### src/rtl/cell_tx_arbiter_pkg.sv
// Shared types and constants for the cell TX arbiter and its benches.
// Latency: n/a (types, constants and a pure helper function only).
// Backpressure: n/a.
//
// Contents:
//   arb_state_t  - arbiter FSM state encoding
//   src_sel_t    - source select (FWD ring traffic / LOC BPM traffic)
//   axis_beat_t  - one AXI-stream beat (data, last, valid) as a packed bundle
//   MAGIC, PKT_WORDS - cell header constants for benches and future header checks
package cell_tx_arbiter_pkg;

  typedef enum logic [1:0] {
    ST_IDLE    = 2'd0,
    ST_GNT_FWD = 2'd1,
    ST_GNT_LOC = 2'd2,
    ST_FLUSH   = 2'd3
  } arb_state_t;

  typedef enum logic {
    SRC_FWD = 1'b0,
    SRC_LOC = 1'b1
  } src_sel_t;

  typedef struct packed {
    logic [31:0] tdata;
    logic        tlast;
    logic        tvalid;
  } axis_beat_t;

  // Cell header magic word and nominal BPM packet length in 32-bit words.
  localparam logic [15:0] MAGIC     = 16'hA5BE;
  localparam int          PKT_WORDS = 5;

  // The source that did not hold the previous grant; used to break ties.
  function automatic src_sel_t other_src(input src_sel_t s);
    return (s == SRC_FWD) ? SRC_LOC : SRC_FWD;
  endfunction

endpackage

### src/rtl/cell_pkt_counter.sv
// Packet event counter, either wrapping or saturating at all-ones.
// Latency: count updates on the clock edge after inc is sampled high.
// Backpressure: none; every inc pulse is counted (unless saturated).
//
// Ports:
//   clk, rst_n - clock and asynchronous active-low reset (count clears to 0)
//   inc        - count one event this cycle
//   cnt        - current count
module cell_pkt_counter #(
  parameter int W   = 16,
  parameter bit SAT = 1'b0
) (
  input  logic         clk,
  input  logic         rst_n,
  input  logic         inc,
  output logic [W-1:0] cnt
);

  logic at_max;

  assign at_max = &cnt;

  always_ff @(posedge clk or negedge rst_n) begin
    if (!rst_n) begin
      cnt <= '0;
    end else if (inc && !(SAT && at_max)) begin
      cnt <= cnt + W'(1);
    end
  end

endmodule

### src/rtl/cell_tx_arbiter.sv
// Two-source packet arbiter (ring forward vs local BPM) onto the cell TX stream.
// Latency: one cycle of grant latency from IDLE; beats then pass combinationally.
// Backpressure: m_tready is routed to the granted source only; the other waits.
//
// Ports:
//   clk, rst_n              - clock, asynchronous active-low reset
//   enable                  - allow new grants (a packet in flight always finishes)
//   fwd_t* / loc_t*         - input AXI streams (forwarded ring / local packets)
//   m_t*                    - output AXI stream toward the Aurora link
//   busy                    - arbiter not in IDLE
//   pkt_cnt_fwd/_loc        - completed packets per source (wrapping)
//   trunc_cnt               - truncated packets (saturating at 255)
module cell_tx_arbiter
  import cell_tx_arbiter_pkg::*;
#(
  parameter int MAX_WORDS = 8,
  parameter int CNTW      = 16
) (
  input  logic            clk,
  input  logic            rst_n,
  input  logic            enable,
  input  logic [31:0]     fwd_tdata,
  input  logic            fwd_tlast,
  input  logic            fwd_tvalid,
  output logic            fwd_tready,
  input  logic [31:0]     loc_tdata,
  input  logic            loc_tlast,
  input  logic            loc_tvalid,
  output logic            loc_tready,
  output logic [31:0]     m_tdata,
  output logic            m_tlast,
  output logic            m_tvalid,
  input  logic            m_tready,
  output logic            busy,
  output logic [CNTW-1:0] pkt_cnt_fwd,
  output logic [CNTW-1:0] pkt_cnt_loc,
  output logic [7:0]      trunc_cnt
);

  localparam int BCW = $clog2(MAX_WORDS + 1);

  arb_state_t     state;
  src_sel_t       grant;
  src_sel_t       last_grant;
  src_sel_t       nxt_src;
  logic [BCW-1:0] beat_cnt;
  logic           rst_done;

  axis_beat_t     sel;
  logic           in_gnt;
  logic           in_flush;
  logic           src_rdy;
  logic           xfer;
  logic           trunc_beat;
  logic           inc_fwd;
  logic           inc_loc;
  logic           inc_trunc;

  // Output mux, driven by the grant register.
  always_comb begin
    sel.tdata  = fwd_tdata;
    sel.tlast  = fwd_tlast;
    sel.tvalid = fwd_tvalid;
    if (grant == SRC_LOC) begin
      sel.tdata  = loc_tdata;
      sel.tlast  = loc_tlast;
      sel.tvalid = loc_tvalid;
    end
  end

  assign in_gnt   = (state == ST_GNT_FWD) || (state == ST_GNT_LOC);
  assign in_flush = (state == ST_FLUSH);

  // Last permitted beat of an over-long packet: close it on the link side.
  assign trunc_beat = in_gnt && (beat_cnt == BCW'(MAX_WORDS - 1)) && !sel.tlast;

  assign m_tvalid = in_gnt && sel.tvalid;
  assign m_tdata  = in_gnt ? sel.tdata : '0;
  assign m_tlast  = in_gnt && (sel.tlast || trunc_beat);

  // While flushing, the granted source is drained regardless of the link.
  assign src_rdy    = in_gnt ? m_tready : in_flush;
  assign fwd_tready = src_rdy && (grant == SRC_FWD);
  assign loc_tready = src_rdy && (grant == SRC_LOC);
  assign xfer       = sel.tvalid && src_rdy;

  assign busy = (state != ST_IDLE);

  assign inc_fwd   = in_gnt && xfer && sel.tlast && (grant == SRC_FWD);
  assign inc_loc   = in_gnt && xfer && sel.tlast && (grant == SRC_LOC);
  assign inc_trunc = xfer && trunc_beat;

  // Request decode for IDLE: on a tie, the source that did not go last wins.
  always_comb begin
    nxt_src = SRC_LOC;
    if (fwd_tvalid && loc_tvalid) begin
      nxt_src = other_src(last_grant);
    end else if (fwd_tvalid) begin
      nxt_src = SRC_FWD;
    end
  end

  always_ff @(posedge clk or negedge rst_n) begin
    if (!rst_n) begin
      state      <= ST_IDLE;
      grant      <= SRC_FWD;
      last_grant <= SRC_LOC;
      beat_cnt   <= '0;
      rst_done   <= 1'b0;
    end else begin
      // rst_done holds off granting for the first edge after reset release,
      // so request inputs still settling from reset cannot win a grant.
      rst_done <= 1'b1;
      case (state)
        ST_IDLE: begin
          beat_cnt <= '0;
          if (enable && rst_done && (fwd_tvalid || loc_tvalid)) begin
            grant <= nxt_src;
            state <= (nxt_src == SRC_FWD) ? ST_GNT_FWD : ST_GNT_LOC;
          end
        end
        ST_GNT_FWD, ST_GNT_LOC: begin
          if (xfer) begin
            if (sel.tlast) begin
              state      <= ST_IDLE;
              last_grant <= grant;
              beat_cnt   <= '0;
            end else if (trunc_beat) begin
              state    <= ST_FLUSH;
              beat_cnt <= '0;
            end else begin
              beat_cnt <= beat_cnt + BCW'(1);
            end
          end
        end
        ST_FLUSH: begin
          if (xfer && sel.tlast) begin
            state      <= ST_IDLE;
            last_grant <= grant;
          end
        end
        default: state <= ST_IDLE;
      endcase
    end
  end

  cell_pkt_counter #(.W(CNTW), .SAT(1'b0)) u_cnt_fwd (
    .clk   (clk),
    .rst_n (rst_n),
    .inc   (inc_fwd),
    .cnt   (pkt_cnt_fwd)
  );

  cell_pkt_counter #(.W(CNTW), .SAT(1'b0)) u_cnt_loc (
    .clk   (clk),
    .rst_n (rst_n),
    .inc   (inc_loc),
    .cnt   (pkt_cnt_loc)
  );

  cell_pkt_counter #(.W(8), .SAT(1'b1)) u_cnt_trunc (
    .clk   (clk),
    .rst_n (rst_n),
    .inc   (inc_trunc),
    .cnt   (trunc_cnt)
  );

endmodule

### config.mk
export PLATFORM = sky130hd
export DESIGN_NAME = cell_tx_arbiter
export DESIGN_NICKNAME = d
export VERILOG_FILES = /design/src/rtl/cell_tx_arbiter_pkg.sv /design/src/rtl/cell_pkt_counter.sv /design/src/rtl/cell_tx_arbiter.sv
export SDC_FILE = /design/constraint.sdc
export NUM_CORES = 1
export LEC_CHECK = 0
export BUFFER_PORTS_ARGS = -buffer_cell sky130_fd_sc_hd__buf_4
export CAP_MARGIN = 20
export CORE_MARGIN = 2
export CORE_UTILIZATION = 45
export CTS_BUF_LIST = sky130_fd_sc_hd__clkbuf_8
export CTS_CLUSTER_SIZE = 14
export DETAILED_ROUTE_END_ITERATION = 8
export PLACE_DENSITY = 0.8
export RECOVER_POWER = 25
export SYNTH_ARGS = -nofsm -noshare
export SYNTH_HDL_FRONTEND = slang
export SYNTH_SLANG_ARGS = --single-unit
### constraint.sdc
create_clock -name clk -period 3 [get_ports clk]
set_input_delay 0.6 -clock clk [delete_from_list [all_inputs] [get_ports clk]]
set_output_delay 0.6 -clock clk [all_outputs]
set_load 0.05 [all_outputs]
==> flow_summary_export.csv <==
group,metric,value,unit
timing,relSlewSlack,20.9,%
pwr,p_sw,2.27,mW
yosys,synth_top_area_cell,"dfrtp_1",
yosys,synth.top_cell.area_share,41.9,%
timing,finalHoldViolations,0,
worst_setup_path,cp.arrival,2.12,ns
timing,max_freq,0.367,GHz
floorplanning,die_area,7020,um^2
layout,seq_area,1230,um^2
timing,maxSlewViolCount,0,
pwr,switching_share,53.7,%
worst_setup_path,crit_path_end_kind,"output port",
pwr,pwr-share-clk,13.4,%
clock_tree,clkLatencyLatePin,0.31,ns
timing,rsz0062_at_grt,"no",
timing,fin_setup_tns,0,ns
yosys,syn_nets,365,
placed_design,gp_congestion,0.875,
grt,grt_pass1_vias,2494,
grt,grt_max_degree,50,
outcome,outcome,"finished clean",
yosys,netlist_instances,286,
placed_design,io_buffers,148,
flow_run,drv_cap,0,
clock_tree,post_cts_buffers,0,
clock_tree,cts.sinks,49,
hold_path,hold_path.class,"reg2reg",
layout,nets,513,
layout,post-route-util,67.0,%
timing,final.period_utilization,90.8,%
clock_tree,cts-root-buf,"clkbuf_8",
route,routed_wl,7210,um
yosys,synth.area.top_cells,"dfrtp_1 42%, mux2i_1 12%, xnor2_1 7.3%, nor2_1 5.4%, nand4_1 3.7%",
timing,worst-slew-pin-transition,1.19,ns
pwr,intPower,1.95,mW
yosys,synth_cell_types,41,
yosys,seq_area_frac_synth,42.8,%
route,viasPerCell,5.24,
route,wl_per_cell,14.1,um
layout,n_fill_cell,500,
floorplanning,rows,29,
floorplanning,die_h,83.8,um
layout,area_growth,46.0,%
route,antenna_left,0,
grt,grt_usage,20.2,%
yosys,syn_avg_cell_area,10.0,um^2
yosys,syn_area,2870,um^2
clock_tree,cts_buffers,5,
floorplanning,core_area,6240,um^2
grt,grt_pass1_wl,11700,um
floorplanning,io_pins,149,
layout,multi_input_area,1570,um^2
route,dr.pass1.iters,4,
yosys,async_flop_share,100,%
clock_tree,postCtsResizedCells,0,
worst_setup_path,worstSetupPathType,"reg2out",
yosys,synth.most_common_cell,"dfrtp_1",
clock_tree,cts.htree.levels,2,
floorplanning,dieWidth,83.8,um
worst_setup_path,required,2.40,ns
pwr,p_leak,2.14,nW
clock_tree,cts_buffer_depth,2,
grt,antenna_found_initial,0,
layout,diodes,0,
yosys,ys_warn_count,0,
placed_design,dp_hpwl,5590,um
pwr,peakVddDrop,0.945,mV
floorplanning,start_util,45.9,%
worst_setup_path,worstPathMaxFanout,34,
yosys,synthFlopType,"dfrtp_1",
layout,drive_gt1_share,40.0,%
worst_setup_path,startpoint_type,"register",
pwr,p_comb_share,66.9,%
yosys,synth_enable_flop_cells,0,
pwr,powerDensity,1010,nW/um^2
clock_tree,path_clk_slew,0.09,ns
pwr,power_frac_seq,19.7,%
clock_tree,cts_hold_buf,0,
route,num_vias,2682,
yosys,yosys-top-cells-count,"48 x dfrtp_1, 41 x nor2_1, 35 x mux2i_1",
route,remaining_drc_errors,0,
timing,finalClockSkew,0.0106,ns
yosys,synth_seq_cells,49,
grt,grt.overflow.total,0,
timing,setup_viol,0,
route,dr.first_iter.drc_count,131,
clock_tree,tritoncts,"built",
timing,period_minus_slack,2.72,ns
[worst paths after layout]
kind | end | cells past startpoint | slack, ns | from
setup / recovery | m_tlast | 6 | 0.28 | state[1]
hold / removal | u_cnt_fwd.cnt[15] | 1 | 0.47 | u_cnt_fwd.cnt[15]
setup reg to reg | u_cnt_trunc.cnt[1] | 6 | 0.40 | state[1]
hold reg to reg | u_cnt_fwd.cnt[15] | 1 | 0.47 | u_cnt_fwd.cnt[15]
max in group asynchronous | grant | 1 | 1.68 | rst_n
min in group asynchronous | u_cnt_trunc.cnt[2] | 1 | 0.51 | rst_n
[metrics by stage]
step	power, mW	std cells	worst slack [ns]	cell area (um^2)	hold slack, ns
after floorplan	2.87	286	0.206	2870	0.304
after detailed placement	3.68	504	0.405	4050	0.465
final	4.22	512	0.277	4180	0.473
after global placement	3.65	504	0.482	4050	0.457
after global routing	4.42	512	0.115	4180	0.499
after CTS	4.25	512	0.295	4190	0.318
[critical path: stages, from the launching register on]
cell and delay, ns:
dfrtp_1 0.37, inv_1 0.07, ha_1 0.51, clkinv_1 0.13
buf_4 0.26, o21ai_0 0.24, buf_4 0.24
[power groups by stage]
| stage | Clock (mW) | Sequential [mW] | Combinational [mW] |
|---|---|---|---|
| 5_1_grt | 0.601 | 0.847 | 2.97 |
| 3_3_place_gp | 0 | 0.840 | 2.81 |
| 4_1_cts | 0.575 | 0.831 | 2.84 |
| 2_1_floorplan | 0 | 0.938 | 1.94 |
| 6_report | 0.564 | 0.832 | 2.82 |
| 3_5_place_dp | 0 | 0.843 | 2.84 |
[layer usage]
metal	vias to the layer above	GRT usage (%)	part of all wire (%)
met1	1259	24.6	40
met4	0	5.43	1.3
met2	109	35.8	51
li1	1306	-	-
met3	8	4.75	7.3
met5	-	0	0
[cell type report]
class	instances	share of cell area [%]
clock buffers	5	1.64
clock inverters	3	1.64
inverters	6	0.538
multi-input cells	221	37.5
flip-flops and latches	49	29.4
well taps	77	2.30
repair buffers	151	27.0
[state kept, by name, indices dropped and copies added, names as in the netlist]
| register | cells |
|---|---|
| u_cnt_fwd.cnt | 16 |
| u_cnt_loc.cnt | 16 |
| u_cnt_trunc.cnt | 8 |
| beat_cnt | 4 |
| state | 2 |
| grant | 1 |
| last_grant | 1 |
| rst_done | 1 |
[kinds of logic after synthesis]
family                   Yosys count  share of synthesized area [%]
AO/OA/AOI/OAI                     17                           4.15
buffers and inverters             16                           2.49
other                              1                          0.131
multiplexers                      42                           15.4
AND/OR/NAND/NOR                  118                           21.0
XOR/XNOR                          36                           11.0
flip-flops                        49                           42.8
adder cells (fa/ha/maj)            7                           3.06
[cell usage in the layout (no fill, tap or decap), types with 3 or more instances in the layout]
cell type  netlist  final
nand4_1         17     17
clkbuf_8         0      5
nand2_1         20     20
and3_1           5      5
dfrtp_1         48     47
o21ai_0          5      5
inv_1            5      5
xnor2_1         24     24
nand3_1         14     14
xor2_1          12     12
ha_1             7      7
nor4_2           3      3
and4_1           3      3
buf_4            0    150
nor3_1           6      6
nor2_1          41     41
mux2_2           6      6
mux2i_1         35     35
No activity file was read; power rests on OpenSTA's default activity.
